`config.mk`:
```
export PLATFORM = sky130hd
export DESIGN_NAME = alu_unit
export DESIGN_NICKNAME = d
export VERILOG_FILES = /design/src/rtl/definitions.sv /design/src/rtl/alu_unit.sv
export SDC_FILE = /design/constraint.sdc
export NUM_CORES = 1
export LEC_CHECK = 0
export BUFFER_PORTS_ARGS = -buffer_cell sky130_fd_sc_hd__buf_2
export CAP_MARGIN = 40
export CELL_PAD_IN_SITES_DETAIL_PLACEMENT = 1
export CELL_PAD_IN_SITES_GLOBAL_PLACEMENT = 2
export CORE_ASPECT_RATIO = 0.5
export CORE_MARGIN = 2
export CORE_UTILIZATION = 25
export DETAILED_ROUTE_END_ITERATION = 6
export HOLD_SLACK_MARGIN = 0.1
export PLACE_DENSITY = 0.82
export SLEW_MARGIN = 20
export SYNTH_ARGS = -nofsm -noshare
export SYNTH_HDL_FRONTEND = slang
export SYNTH_SLANG_ARGS = --single-unit
```
`constraint.sdc`:
```
create_clock -name Clk -period 2.6 [get_ports Clk]
set_input_delay 0.39 -clock Clk [delete_from_list [all_inputs] [get_ports Clk]]
set_output_delay 0.39 -clock Clk [all_outputs]
set_load 0.005 [all_outputs]
```
`src/rtl/definitions.sv`:
```
// Shared ALU definitions: opcode encodings and datapath width.
package definitions;

    localparam int DATA_W = 8;

    typedef enum logic [3:0] {
        LSH = 4'b0000,
        RSH = 4'b0001,
        AND = 4'b0010,
        OR  = 4'b0011,
        GEQ = 4'b1000,
        EQ  = 4'b1001,
        NEG = 4'b1010,
        ADD = 4'b1011,
        NEQ = 4'b1101
    } op_t;

endpackage

```
`src/rtl/alu_unit.sv`:
```
// 8-bit ALU with combinational result/Zero plus registered copies.
// Optional carry output when ALU_CARRY_EN is defined.
module alu_unit
    import definitions::*;
#(
    parameter int W = DATA_W
) (
    input  logic         Clk,
    input  logic         Reset,
    input  logic [W-1:0] InputA,
    input  logic [W-1:0] InputB,
    input  logic [3:0]   OP,
    output logic [W-1:0] Out,
    output logic         Zero,
    output logic [W-1:0] ResultReg,
    output logic         ZeroReg
`ifdef ALU_CARRY_EN
    ,
    output logic         Carry,
    output logic         CarryReg
`endif
);

    logic [W-1:0] sum;

    assign sum = InputA + InputB;

    always_comb begin
        Out = '0;
        case (op_t'(OP))
            LSH:     Out = {InputA[W-2:0], 1'b0};
            RSH:     Out = {1'b0, InputA[W-1:1]};
            AND:     Out = InputA & InputB;
            OR:      Out = InputA | InputB;
            GEQ:     Out = (InputA >= InputB) ? W'(1) : '0;
            EQ:      Out = (InputA == InputB) ? W'(1) : '0;
            NEG:     Out = (~InputA) + W'(1);
            ADD:     Out = sum;
            NEQ:     Out = (InputA != InputB) ? W'(1) : '0;
            default: Out = '0;
        endcase
    end

    assign Zero = (Out == '0);

`ifdef ALU_CARRY_EN
    // A wrapped sum is smaller than either operand exactly when it carried.
    always_comb begin
        Carry = 1'b0;
        case (op_t'(OP))
            ADD:     Carry = (sum < InputA);
            LSH:     Carry = InputA[W-1];
            RSH:     Carry = InputA[0];
            default: Carry = 1'b0;
        endcase
    end
`endif

    always_ff @(posedge Clk or posedge Reset) begin
        if (Reset) begin
            ResultReg <= '0;
            ZeroReg   <= 1'b1;
`ifdef ALU_CARRY_EN
            CarryReg  <= 1'b0;
`endif
        end else begin
            ResultReg <= Out;
            ZeroReg   <= Zero;
`ifdef ALU_CARRY_EN
            CarryReg  <= Carry;
`endif
        end
    end

endmodule

```
==> summary.txt, run 1 <==
Run status
  – Outcome: finished with violations
  – Violated checks: design-rule violations, negative setup slack

Layout
  – Final Instance Count excl. Fillers: between 300 and 400
  – # diodes: 0
  – Layout cells sized above 1: a little under three fifths
  – Area grow syn2layout: 80.94%
  – NumNets Final: roughly 330

Logic synthesis
  – Share of the synthesized area in the top cell type: 21.92%
  – Post-synth top flop: dfrtp_1
  – Post-synthesis sequential element count: 9
  – Synth Cell Area: between 1000 and 1500 um2
  – Most numerous cell in the Yosys netlist: inv_1
  – Ys Warns: 0
  – Net Count, Synth: 221
  – Post-Synthesis Cells: roughly 170
  – Number of synthesized flops with an enable pin: 0
  – Top post-synthesis cells by area: ha_1 (22%), dfrtp_1 (13%), mux4_2 (9.1%)
  – Synth unique cells: 42
  – Seq/Total Area, Yosys: 15.26%
  – Synth cell count leaders: inv_1 (29), ha_1 (26), nor2_1 (12), xnor2_1 (9), dfrtp_1 (8)
  – Syn avg cell area: about 8.6 um2
  – Synth area leader: ha_1
  – Async set-reset flop share out of synthesis: 100.0%

Drt
  – Vias per cell: 5.183
  – Avg WL per Cell: 20.58 um
  – Via count: ~1800
  – Total Routed Length: 7183 um
  – # DRC: 3
  – Initial DRC count: 100
  – Antenna viol nets, final: 0
  – Pre-Repair DR Iteration Count: 7

Placed design
  – Post-Place Cells: approximately 340
  – HPWL after DPL: 4661 um
  – GP Congestion: 0.8824
  – Pre-CTS WS: -0.6080 ns
  – Port bufs: 39

Worst setup path
  – CP startpoint kind: primary input
  – Worst Setup SP: InputB[0]
  – CP Class: in2out
  – Crit-path max FO: 2
  – Critical path endpoint category: output pin
  – Crit path DAT: roughly 2.7 ns
  – Worst setup path end: Zero
  – Critical Path RT: 2.21 ns

Power
  – Worst IR Drop VDD: 0.0001929 V
  – Pwr per Cell Area: 344.6 nW/um2
  – Switching part of the total power: about 34%
  – Flop pwr share: 17.1%
  – Int Pwr: 0.6110 mW
  – Share of total power in the clock network: about 29%
  – Tot Pwr: 0.9253 mW
  – Leakage power: 1.295 nW
  – Comb pwr share: 54.2%
  – NetSw: 0.3142 mW

Timing
  – Final setup margin: -0.5281 ns
  – Unrepaired setup endpoints after global routing: true
  – Pins Over Slew Limit: 0
  – Fmax: between 300 and 400 MHz
  – Setup TNS: -0.7698 ns
  – Min Hold Slack: around 0.11 ns
  – Tightest Pin Transition: 0.6142 ns
  – Fin crit share: 120.3%
  – Slew margin rel.: 58.90%
  – Crit path time final: 3.128 ns
  – Final setup fails: 4
  – Final count of hold timing violations: 0

Job
  – Max_cap viols: 0

GRT
  – Busiest grt layer: met2
  – Initial antenna violation count: 0
  – First-pass GRT wire length: roughly 10000 um
  – Grt met2 use: between 30% and 40%
  – GR Util met1: 25.66%
  – Largest net degree at the start of global routing: 10
  – Overall Global Routing Usage: roughly a fifth
  – GR Overflow Total: 0
  – Vias in the first global route: 1878
  – M3 GR Usage: between 2 and 3%

Clocking
  – TritonCTS Buffers: 3
  – Post-cts hold buffer count: 0
  – Sink Count: 9
  – Clock-pin slew of the registers on the worst-case setup and hold paths: 0.04 ns
  – Htree depth: 1
  – CTS Buffer Depth: 2
  – Root Buffer: clkbuf_16
  – TritonCTS clock tree: done

Hold path
  – Worst hold path class: in2async

Floorplan
  – Chip width: around 110 um
  – Area of the die: 6606 um2
  – Core area: 5610 um2
  – Initial core utilization: between 20% and 30%
  – Die Span Y: 58.48 um
  – Io pins: 40
  – Num rows: 19
[worst min path at each step]
stage               cells past startpoint                     end  start
floorplan                               1  ResultReg[0]$_DFF_PP0_  Reset
global placement                        2  ResultReg[2]$_DFF_PP0_  Reset
detailed placement                      2  ResultReg[4]$_DFF_PP0_  Reset
CTS                                     2  ResultReg[2]$_DFF_PP0_  Reset
global route                            2  ResultReg[2]$_DFF_PP0_  Reset
finish                                  2  ResultReg[7]$_DFF_PP0_  Reset
[cell usage in the layout (no fill, tap or decap), drive strengths merged, types with 2 or more instances in the layout]
cell / instances
a211oi: 2
a21oi: 6
a22oi: 5
buf: 107
clkbuf: 4
dfrtp: 8
ha: 26
inv: 29
mux2i: 4
mux4: 6
nand2: 7
nand2b: 3
nor2: 12
nor3: 5
nor3b: 5
nor4: 5
o211ai: 3
o21ai: 8
o21bai: 2
o22ai: 3
o31ai: 2
or4: 2
xnor2: 9
[worst max-delay path, cell delays in order]
cell      delay [ns]
buf_8           0.10
ha_4            0.17
fa_2            0.39
a211oi_2        0.27
nor3b_2         0.10
mux2i_1         0.24
o211ai_2        0.15
or4_4           0.54
nor4_4          0.23
buf_2           0.15
[power groups by stage]
stage | clock network [mW] | registers [mW] | logic (mW)
floorplan | 0 | 0.163 | 0.169
global placement | 0 | 0.160 | 0.348
detailed placement | 0 | 0.160 | 0.364
CTS | 0.274 | 0.158 | 0.430
global route | 0.284 | 0.160 | 0.529
finish | 0.266 | 0.158 | 0.501
[layer usage]
metal | up-vias | share of wire (%)
li1 | 809 | -
met1 | 891 | 43
met2 | 86 | 48
met3 | 23 | 6.0
met4 | 0 | 3.3
met5 | - | 0
[logic make-up after synthesis]
logic type / share of synthesized area (%)
AO/OA/AOI/OAI: 16.53
XOR/XNOR: 5.903
adder cells (fa/ha/maj): 23.27
buffers and inverters: 9.949
flip-flops: 15.26
multiplexers: 12.56
AND/OR/NAND/NOR: 16.53
[metrics by stage]
stage | util, % | cell area [um2]
after floorplan | - | 1484
after global placement | 39.03 | 2190
after detailed placement | 39.03 | 2190
after CTS | 45.81 | 2570
after global routing | 47.86 | 2685
final | 47.86 | 2685
[timing repair]
item / in CTS / in global routing
endpoints found under the setup margin: 4 / 4
setup buffers: 6 / 1
gates resized for setup: 56 / 16
pin swaps: 19 / 7
[flip-flops by register name, indices dropped and copies added, names as in the netlist]
signal and count:
ResultReg 8, ZeroReg 1
[area by class of cell]
type / count / area (um2)
fill: 640 / 2925
multi-input combinational: 127 / 1386
timing repair buffer: 107 / 785.8
sequential: 9 / 226.5
inverter: 29 / 116.4
tap: 73 / 91.34
clock buffer: 4 / 78.83
Power figures use the tool's default switching activity.
==> run 2: changes to the inputs <==
--- a/config.mk
+++ b/config.mk
@@ -16,4 +16,5 @@
 export HOLD_SLACK_MARGIN = 0.1
 export PLACE_DENSITY = 0.82
+export SETUP_SLACK_MARGIN = 0.4
 export SLEW_MARGIN = 20
 export SYNTH_ARGS = -nofsm -noshare
==> constraint.sdc (replaced) <==
create_clock -name Clk -period 2.6 [get_ports Clk]
set_input_delay 0.26 -clock Clk [delete_from_list [all_inputs] [get_ports Clk]]
set_output_delay 0.26 -clock Clk [all_outputs]
set_load 0.005 [all_outputs]
==> run 2 against run 1 <==
The flow still finishes with violations (design-rule violations, negative setup slack). First-iteration DRC count shrank 14%. Worst hold slack gained 0.44 ns. Sequential power is essentially flat. Flip-flop and latch count is the same. Power shrank 0.14%. Critical path type unchanged. Largest cell class unchanged.
==> summary.txt, run 2 (synthesis gave the netlist of run 1 again) <==
Layout
  – NumNets Final: 322
  – Post-layout util: 48.48%
  – Largest Register: ResultReg
  – Most frequent cells in the layout: buf_4 (51), buf_2 (27), buf_6 (21)
  – Max reg flops: 8
  – Finished Cell Area: 2720 um2
  – Final Instance Count excl. Fillers: 345
  – Layout cells sized above 1: 58.82%
  – # diodes: 0
  – Area grow syn2layout: 83.31%
  – Fill cells: roughly 630
  – Largest regs: ResultReg (8), ZeroReg (1)
  – Most common cell after layout, fill and taps aside: buf_4

Run status
  – Outcome: finished with violations
  – Violated checks: design-rule violations, negative setup slack

Drt
  – Pre-Repair DR Iteration Count: 7
  – Antenna viol nets, final: 0
  – Total Routed Length: between 6000 and 7000 um
  – # DRC: 4
  – Via count: 1802
  – Initial DRC count: 86
  – Vias per cell: ~5.2
  – Routed wl met2: 3382 um
  – Uppermost routed layer: met4
  – Met3 Wirelength: 435 um
  – Avg WL per Cell: 20.16 um
  – Routed length on met1: roughly 2800 um

GRT
  – GR Overflow Total: 0
  – Vias in the first global route: 1974
  – Overall Global Routing Usage: 20.80%
  – First-pass GRT wire length: 10550 um
  – Initial antenna violation count: 0
  – Largest net degree at the start of global routing: 11

Clocking
  – Clock-pin slew of the registers on the worst-case setup and hold paths: approximately 0.040 ns
  – Htree depth: 1
  – TritonCTS Buffers: 3
  – Sink Count: 9
  – CTS Buffer Depth: 2
  – TritonCTS clock tree: done
  – Root Buffer: clkbuf_16

Timing
  – Fmax: 350.4 MHz
  – Crit path time final: 2.854 ns
  – Pins Over Slew Limit: 0
  – Tightest Pin Transition: 0.6308 ns
  – Fin crit share: 109.8%
  – Final setup fails: 1
  – Setup TNS: -0.2542 ns
  – Final setup margin: -0.2542 ns
  – Min Hold Slack: 0.5468 ns
  – Final count of hold timing violations: 0
  – Slew margin rel.: 57.79%
  – Unrepaired setup endpoints after global routing: true

Worst setup path
  – Worst path cell trace: buf_8 -> ha_4 -> fa_2 -> mux4_2 -> a31oi_4 -> o211ai_1 -> or4_4 -> nor4_4 -> buf_2
  – Worst path slowest cell: mux4_2
  – Worst Path Buf+Inv: 2
  – Largest delay share family, worst path: simple AND/OR/NAND/NOR gates
  – CP startpoint kind: primary input
  – Critical Path RT: 2.34 ns
  – CP Class: in2out
  – Crit path DAT: around 2.6 ns
  – Critical path endpoint category: output pin
  – Crit-path max cell delay: 0.51 ns
  – Worst Setup SP: InputA[0]
  – Crit-path max FO: 4

Power
  – Leakage power: 1.274 nW
  – Tot Pwr: 0.9240 mW
  – Pwr per Cell Area: 339.7 nW/um2
  – Worst IR Drop VDD: 0.0001655 V

Hold path
  – Worst hold path class: in2async

Placed design
  – HPWL after DPL: 4588 um
  – Post-Place Cells: 330
  – Port bufs: 39
  – Placed Area: 2152 um2
  – Pre-CTS WS: -0.3392 ns
  – GP Congestion: about 0.90

Floorplan
  – Core area: 5610 um2
  – Die Span Y: 58.48 um
  – Io pins: 40
  – Area of the die: 6606 um2
  – Num rows: 19
  – Initial core utilization: about a quarter
  – Chip width: 113.0 um

Job
  – Max_cap viols: 0
## run 2: changes by cell type in the layout (fill, tap and decap cells not counted), moves of 2 or more
cell / change
buf_2: -4
inv_2: +5
inv_1: -7
buf_4: -11
o21ai_2: -2
nor3b_1: -2
o21ai_1: +2
nor3b_2: +2
buf_6: +9
## run 2: layer usage
metal / vias up / global-route usage (%)
met2: 90 / 38.90
met5: - / 0
met3: 31 / 2.369
li1: 804 / -
met4: 0 / 9.756
met1: 877 / 24.59
## run 2: power by group
part	internal [mW]	total (mW)	switching, mW
registers	0.156	0.159	0.00293
logic	0.253	0.497	0.244
clock network	0.205	0.268	0.0635
total	0.613	0.924	0.311
## run 2: repair_timing
item | in CTS | in global routing
endpoints found under the setup margin | 9 | 8
resized for setup | 74 | 19
endpoints found under the hold margin | 8 | 0
setup buffers | 6 | 4
hold buffers | 1 | 0
pin swaps | 17 | 7
## run 2: area by class of cell
type                            count  area (um2)  share of cell area [%]
Clock buffer                        4       78.83                   2.898
Inverter                           29       123.9                   4.554
Multi-Input combinational cell    127        1385                   50.92
Sequential cell                     9       226.5                   8.326
Tap cell                           73       91.34                   3.358
Timing Repair Buffer              103       814.5                   29.94
## run 2: tightest hold or removal path, stage by stage
cell and delay [ns]:
dlygate4sd3_1 0.54, buf_2 0.12, inv_1 0.25
## run 2: how the worst max path moves through the flow
stage | cells past startpoint | endpoint | slack [ns]
2_1_floorplan | 7 | Zero | 0.15
3_3_place_gp | 9 | Zero | -0.23
3_5_place_dp | 10 | Zero | -0.34
4_1_cts | 9 | Zero | -0.19
5_1_grt | 11 | Zero | -0.39
6_report | 9 | Zero | -0.25
